File: config.mk
export PLATFORM = sky130hd
export DESIGN_NAME = coarse_ctrl
export DESIGN_NICKNAME = d
export VERILOG_FILES = /design/src/rtl/coarse_ctrl.sv
export SDC_FILE = /design/constraint.sdc
export NUM_CORES = 1
export LEC_CHECK = 0
export ABC_AREA = 1
export CORE_MARGIN = 10
export CORE_UTILIZATION = 48
export DETAILED_ROUTE_END_ITERATION = 6
export HOLD_SLACK_MARGIN = 0.12
export MAX_ROUTING_LAYER = met4
export PLACE_DENSITY_LB_ADDON = 0.05
export RECOVER_POWER = 100
export SETUP_SLACK_MARGIN = 0.5
export SYNTH_ARGS = -nofsm -noshare
export SYNTH_HDL_FRONTEND = slang
export SYNTH_SLANG_ARGS = --single-unit
File: constraint.sdc
create_clock -name clk -period 1.76 [get_ports clk]
set_clock_uncertainty 0.15 [all_clocks]
set_input_delay 0.528 -clock clk [delete_from_list [all_inputs] [get_ports clk]]
set_output_delay 0.528 -clock clk [all_outputs]
set_load 0.005 [all_outputs]
File: src/rtl/coarse_ctrl.sv
// -----------------------------------------------------------------------------
// coarse_ctrl
//
// Sequences one coarse time measurement. A start hit enables an external
// coarse counter. A stop hit, or the run timeout, freezes the counter and
// strobes its store register. The stored count is then presented on oData
// with a valid/ready handshake.
//
// Parameters
//   C_DIG      width of the coarse count
//   C_TIMEOUT  maximum RUN length in clk cycles (1 .. 2**C_DIG-1)
//
// Ports
//   clk           system clock, all logic on rising edge
//   iRst          synchronous active-high reset
//   iStart        start hit, honoured only in IDLE
//   iStop         stop hit, honoured only in RUN
//   oCoarseRst    coarse counter clear (high in IDLE)
//   oCoarseCE     coarse counter enable (high in RUN)
//   oCoarseStore  coarse counter store strobe (high in CAPT)
//   iCoarse       stored coarse count, valid the cycle after the store strobe
//   oData         {overflow flag, coarse count}
//   oValid        oData valid
//   iReady        consumer accepts oData
//   oBusy         high in every state except IDLE
//
// state | meaning
// ------+----------------------------------------------------------
// IDLE  | counter held in reset, waiting for a start hit
// RUN   | counter enabled, waiting for stop hit or timeout
// CAPT  | counter frozen, store strobe issued
// WAIT  | stored count settles on iCoarse, latched into oData
// OUT   | oData presented with oValid until iReady
// -----------------------------------------------------------------------------
module coarse_ctrl #(
  parameter int C_DIG     = 10,
  parameter int C_TIMEOUT = 2**C_DIG - 1
) (
  input  logic             clk,
  input  logic             iRst,
  input  logic             iStart,
  input  logic             iStop,
  output logic             oCoarseRst,
  output logic             oCoarseCE,
  output logic             oCoarseStore,
  input  logic [C_DIG-1:0] iCoarse,
  output logic [C_DIG:0]   oData,
  output logic             oValid,
  input  logic             iReady,
  output logic             oBusy
);

  typedef enum logic [2:0] {
    S_IDLE = 3'd0,
    S_RUN  = 3'd1,
    S_CAPT = 3'd2,
    S_WAIT = 3'd3,
    S_OUT  = 3'd4
  } state_t;

  // The run length is timed with a down-counter loaded on entry to RUN.
  // It holds C_TIMEOUT-k during RUN cycle k, so reaching zero marks the
  // C_TIMEOUT-th RUN cycle and the run can never exceed that length.
  localparam logic [C_DIG-1:0] TC_LOAD = C_DIG'(C_TIMEOUT - 1);

  state_t           state;
  state_t           state_nxt;
  logic [C_DIG-1:0] remain;
  logic [C_DIG-1:0] remain_nxt;
  logic             ovf;
  logic             ovf_nxt;
  logic [C_DIG:0]   data_nxt;
  logic             run_tc;

  assign run_tc = (remain == '0);

  always_ff @(posedge clk) begin
    if (iRst) begin
      state  <= S_IDLE;
      remain <= '0;
      ovf    <= 1'b0;
      oData  <= '0;
    end else begin
      state  <= state_nxt;
      remain <= remain_nxt;
      ovf    <= ovf_nxt;
      oData  <= data_nxt;
    end
  end

  always_comb begin
    state_nxt    = state;
    remain_nxt   = remain;
    ovf_nxt      = ovf;
    data_nxt     = oData;
    oCoarseRst   = 1'b0;
    oCoarseCE    = 1'b0;
    oCoarseStore = 1'b0;
    oValid       = 1'b0;
    oBusy        = 1'b1;

    case (state)
      S_IDLE: begin
        oCoarseRst = 1'b1;
        oBusy      = 1'b0;
        remain_nxt = '0;
        // A stop arriving together with the start is deliberately dropped:
        // the counter has not run yet, so there is nothing to measure.
        if (iStart) begin
          state_nxt  = S_RUN;
          remain_nxt = TC_LOAD;
          ovf_nxt    = 1'b0;
        end
      end

      S_RUN: begin
        oCoarseCE = 1'b1;
        // A real stop on the timeout cycle wins, so the flag stays clear.
        if (iStop) begin
          state_nxt = S_CAPT;
          ovf_nxt   = 1'b0;
        end else if (run_tc) begin
          state_nxt = S_CAPT;
          ovf_nxt   = 1'b1;
        end else begin
          remain_nxt = remain - 1'b1;
        end
      end

      S_CAPT: begin
        oCoarseStore = 1'b1;
        state_nxt    = S_WAIT;
      end

      S_WAIT: begin
        data_nxt  = {ovf, iCoarse};
        state_nxt = S_OUT;
      end

      S_OUT: begin
        oValid = 1'b1;
        if (iReady) begin
          state_nxt = S_IDLE;
        end
      end

      default: begin
        state_nxt = S_IDLE;
      end
    endcase
  end

endmodule
==> flow_metrics.env <==
export IMPL_switching_share_pct=41.7
export IMPL_synth_nets=199
export IMPL_finalSetupViolCount=15
export IMPL_ys_seq_area_share_pct=38.5
export IMPL_gp_congestion=0.850
export IMPL_r2r_start="state[0]"
export IMPL_n_antenna_cell=0
export IMPL_htreeDepth=1
export IMPL_period_needed_ps=1900
export IMPL_worst_setup_path_end_kind="output port"
export IMPL_drtPass1Iterations=4
export IMPL_endpoint="oCoarseRst"
export IMPL_comb_power_share_pct=54.4
export IMPL_r2r_end="state[1]"
export IMPL_worstRegToRegCells=12
export IMPL_path_buf_inv=4
export IMPL_p_int_mw=1.32
export IMPL_powerDensity_nw_per_um2=971
export IMPL_cts_root_buf="clkbuf_4"
export IMPL_worstPathRequired_ps=1080
export IMPL_grt_remaining_overflow=0
export IMPL_rsz0062_at_grt="yes"
export IMPL_status="complete, but fails checks"
export IMPL_drive_gt1_share_pct=53.8
export IMPL_hpwl_um=2520
export IMPL_slew_headroom_pct=78.4
export IMPL_antenna_left=0
export IMPL_syn_inst=183
export IMPL_slowest_delay_ps=360
export IMPL_cap_violations=0
export IMPL_die_w_um=72.0
export IMPL_clk_path_buf_depth=2
export IMPL_grt_pass1_vias=1686
export IMPL_crit_slowest_cell="dfxtp_2"
export IMPL_synth_most_common_cell="nor2_1"
export IMPL_nets=277
export IMPL_criticalPathCategory="reg2out"
export IMPL_clkTransAtPathRegs_ps=160
export IMPL_fin_ws_ps=-137
export IMPL_rows=18
export IMPL_startpoint_type="register"
export IMPL_grtUsageTotal_pct=18.5
export IMPL_fmax_mhz=527
export IMPL_hold_viol=0
export IMPL_grt_pass1_wl_um=7740
export IMPL_initial_core_util_pct=51.5
export IMPL_synth_top_area_share_pct=38.5
export IMPL_synthTopCellsByArea="dfxtp_1 39%, nor2_1 12%, nand2_1 7.2%"
export IMPL_clk_latency_ps=340
export IMPL_wl_per_cell_um=19.7
export IMPL_clock_sink_count=25
export IMPL_drc=0
export IMPL_async_reset_ff_share_pct=0
export IMPL_avgSynthCellArea_sq_um=7.10
export IMPL_yosysUniqueCellTypes=30
export IMPL_synth_edff_count=0
export IMPL_cp_depth=6
export IMPL_coreArea_sq_um=2520
export IMPL_fin_area_sq_um=2330
export IMPL_io_pins=31
export IMPL_cts_buffers_inserted=3
export IMPL_yosys_warnings=0
export IMPL_fin_crit_sh_pct=108
export IMPL_path_common_cell="buf_6"
export IMPL_cp_startpoint="state[0]"
export IMPL_post_dp_cell_area_sq_um=1730
export IMPL_worst_ep_arrival_time_ps=1220
export IMPL_routed_via_density=5.75
export IMPL_drtIter0Drc=193
export IMPL_vias=1668
export IMPL_mappedNetlistArea_sq_um=1300
export IMPL_drv_slew=0
export IMPL_synth_area_leader_cell="dfxtp_1"
export IMPL_synthFlopType="dfxtp_1"
export IMPL_cp_cell_sequence="buf_6 -> nor2_4 -> buf_6 -> nand2_4 -> inv_2 -> buf_6"
export IMPL_grt_max_degree=25
export IMPL_pwr_share_clk_pct=13.2
export IMPL_leakagePower_nw=1.07
export IMPL_port_buffers=30
export IMPL_worst_pin_slew_ps=323
export IMPL_ir_drop_mv=1.27
export IMPL_p_seq_share_pct=32.3
export IMPL_synth_commonest_cells="40 x nor2_1, 25 x dfxtp_1, 25 x nand2_1"
export IMPL_power_mw=2.26
export IMPL_synth_seq_cells=25
export IMPL_antenna_found_initial=0
export IMPL_drt_total_wl_um=5700
export IMPL_cts_tree="done"
export IMPL_hold_path_class="reg2reg"
export IMPL_violations="setup timing"
export IMPL_p_switching_mw=0.944
export IMPL_crit_family="flip-flops"
export IMPL_critPathMaxFanout=3
export IMPL_syn_to_final_growth_pct=79.5
export IMPL_r2r_slack_ps=-100
export IMPL_dieArea_sq_um=5190
export IMPL_die_y_um=72.0
registers in the layout, indices dropped and copies added, names as in the netlist:
name / cells
ovf: 1
state: 3
remain: 10
oData: 11
power by group through the flow:
stage | sequential [mW] | clock, mW | combinational (mW)
after detailed placement | 0.723 | 0 | 0.729
after global routing | 0.735 | 0.315 | 1.31
final | 0.732 | 0.299 | 1.23
after floorplan | 0.716 | 0 | 0.484
after CTS | 0.715 | 0.299 | 1.03
after global placement | 0.718 | 0 | 0.708
cells in the final DEF, fill, tap and decap left out:
cell / instances
a21oi_1: 2
a21oi_2: 3
a22oi_2: 1
buf_12: 3
buf_2: 4
buf_4: 27
buf_6: 25
buf_8: 3
clkbuf_4: 3
clkdlybuf4s50_1: 14
clkinv_4: 2
dfxtp_1: 9
dfxtp_2: 15
dfxtp_4: 1
ha_4: 1
inv_1: 11
inv_2: 8
inv_4: 2
inv_6: 2
nand2_1: 19
nand2_2: 3
nand2_4: 5
nand2_8: 3
nand3_1: 9
nand3_2: 2
nand3_4: 2
nor2_1: 37
nor2_2: 6
nor2_4: 4
nor3_1: 1
nor3_4: 2
nor4_4: 1
o21a_1: 5
o21ai_0: 2
o21ai_1: 9
o21ai_2: 11
o31ai_2: 1
xnor2_1: 1
xor2_1: 1
final cells by class:
type	count	area, sq um
well taps	30	37.5
fillers	82	191
flip-flops and latches	25	523
repair buffers	76	749
multi-input cells	131	880
clock inverters	1	8.76
clock buffers	3	22.5
inverters	24	110
worst min-delay path by stage:
stage / cells past startpoint / startpoint / slack [ps] / endpoint
after global routing: 2 / oData[4] / 400 / oData[4]
after floorplan: 2 / ovf / 300 / ovf
after detailed placement: 2 / ovf / 330 / ovf
after CTS: 2 / oData[9] / 350 / oData[9]
after global placement: 2 / remain[4] / 320 / remain[4]
final: 2 / oData[9] / 370 / oData[9]
metrics by stage:
step / TNS [ps] / std cells / worst slack, ps / utilization, % / hold WS, ps
after global routing: -2140 / 290 / -193 / 92.4 / 395
after CTS: -504 / 279 / -123 / 85.1 / 347
after global placement: -405 / 251 / -52.2 / 68.8 / 319
after floorplan: 0 / 183 / 322 / - / 302
after detailed placement: -433 / 251 / -72.2 / 68.8 / 327
final: -1140 / 290 / -137 / 92.4 / 370
cell families after synthesis:
group | Yosys count | synth area share [%]
XOR/XNOR | 2 | 1.35
AND/OR/NAND/NOR | 93 | 35.0
buffers and inverters | 28 | 9.44
AO/OA/AOI/OAI | 34 | 14.7
flip-flops | 25 | 38.5
adder cells (fa/ha/maj) | 1 | 0.963
repair_timing:
item	4_1_cts	5_1_grt
endpoints found under the setup margin	41	41
pin swaps	23	8
buffers inserted	22	11
resized for setup	152	19
hold buffers	0	0
gates cloned	2	0
metal layers:
metal | global-route usage, % | up-vias | wire length, um
li1 | - | 742 | -
met1 | 19.3 | 779 | 2030
met2 | 32.0 | 115 | 2820
met3 | 5.58 | 32 | 487
met4 | 7.31 | 0 | 360
met5 | - | - | 0
worst min-delay path, stage by stage, from the launching register on:
cell,delay [ps]
dfxtp_2,360
o21ai_2,100
nor2_1,40
Note: power is estimated with default switching activity, not from simulation.
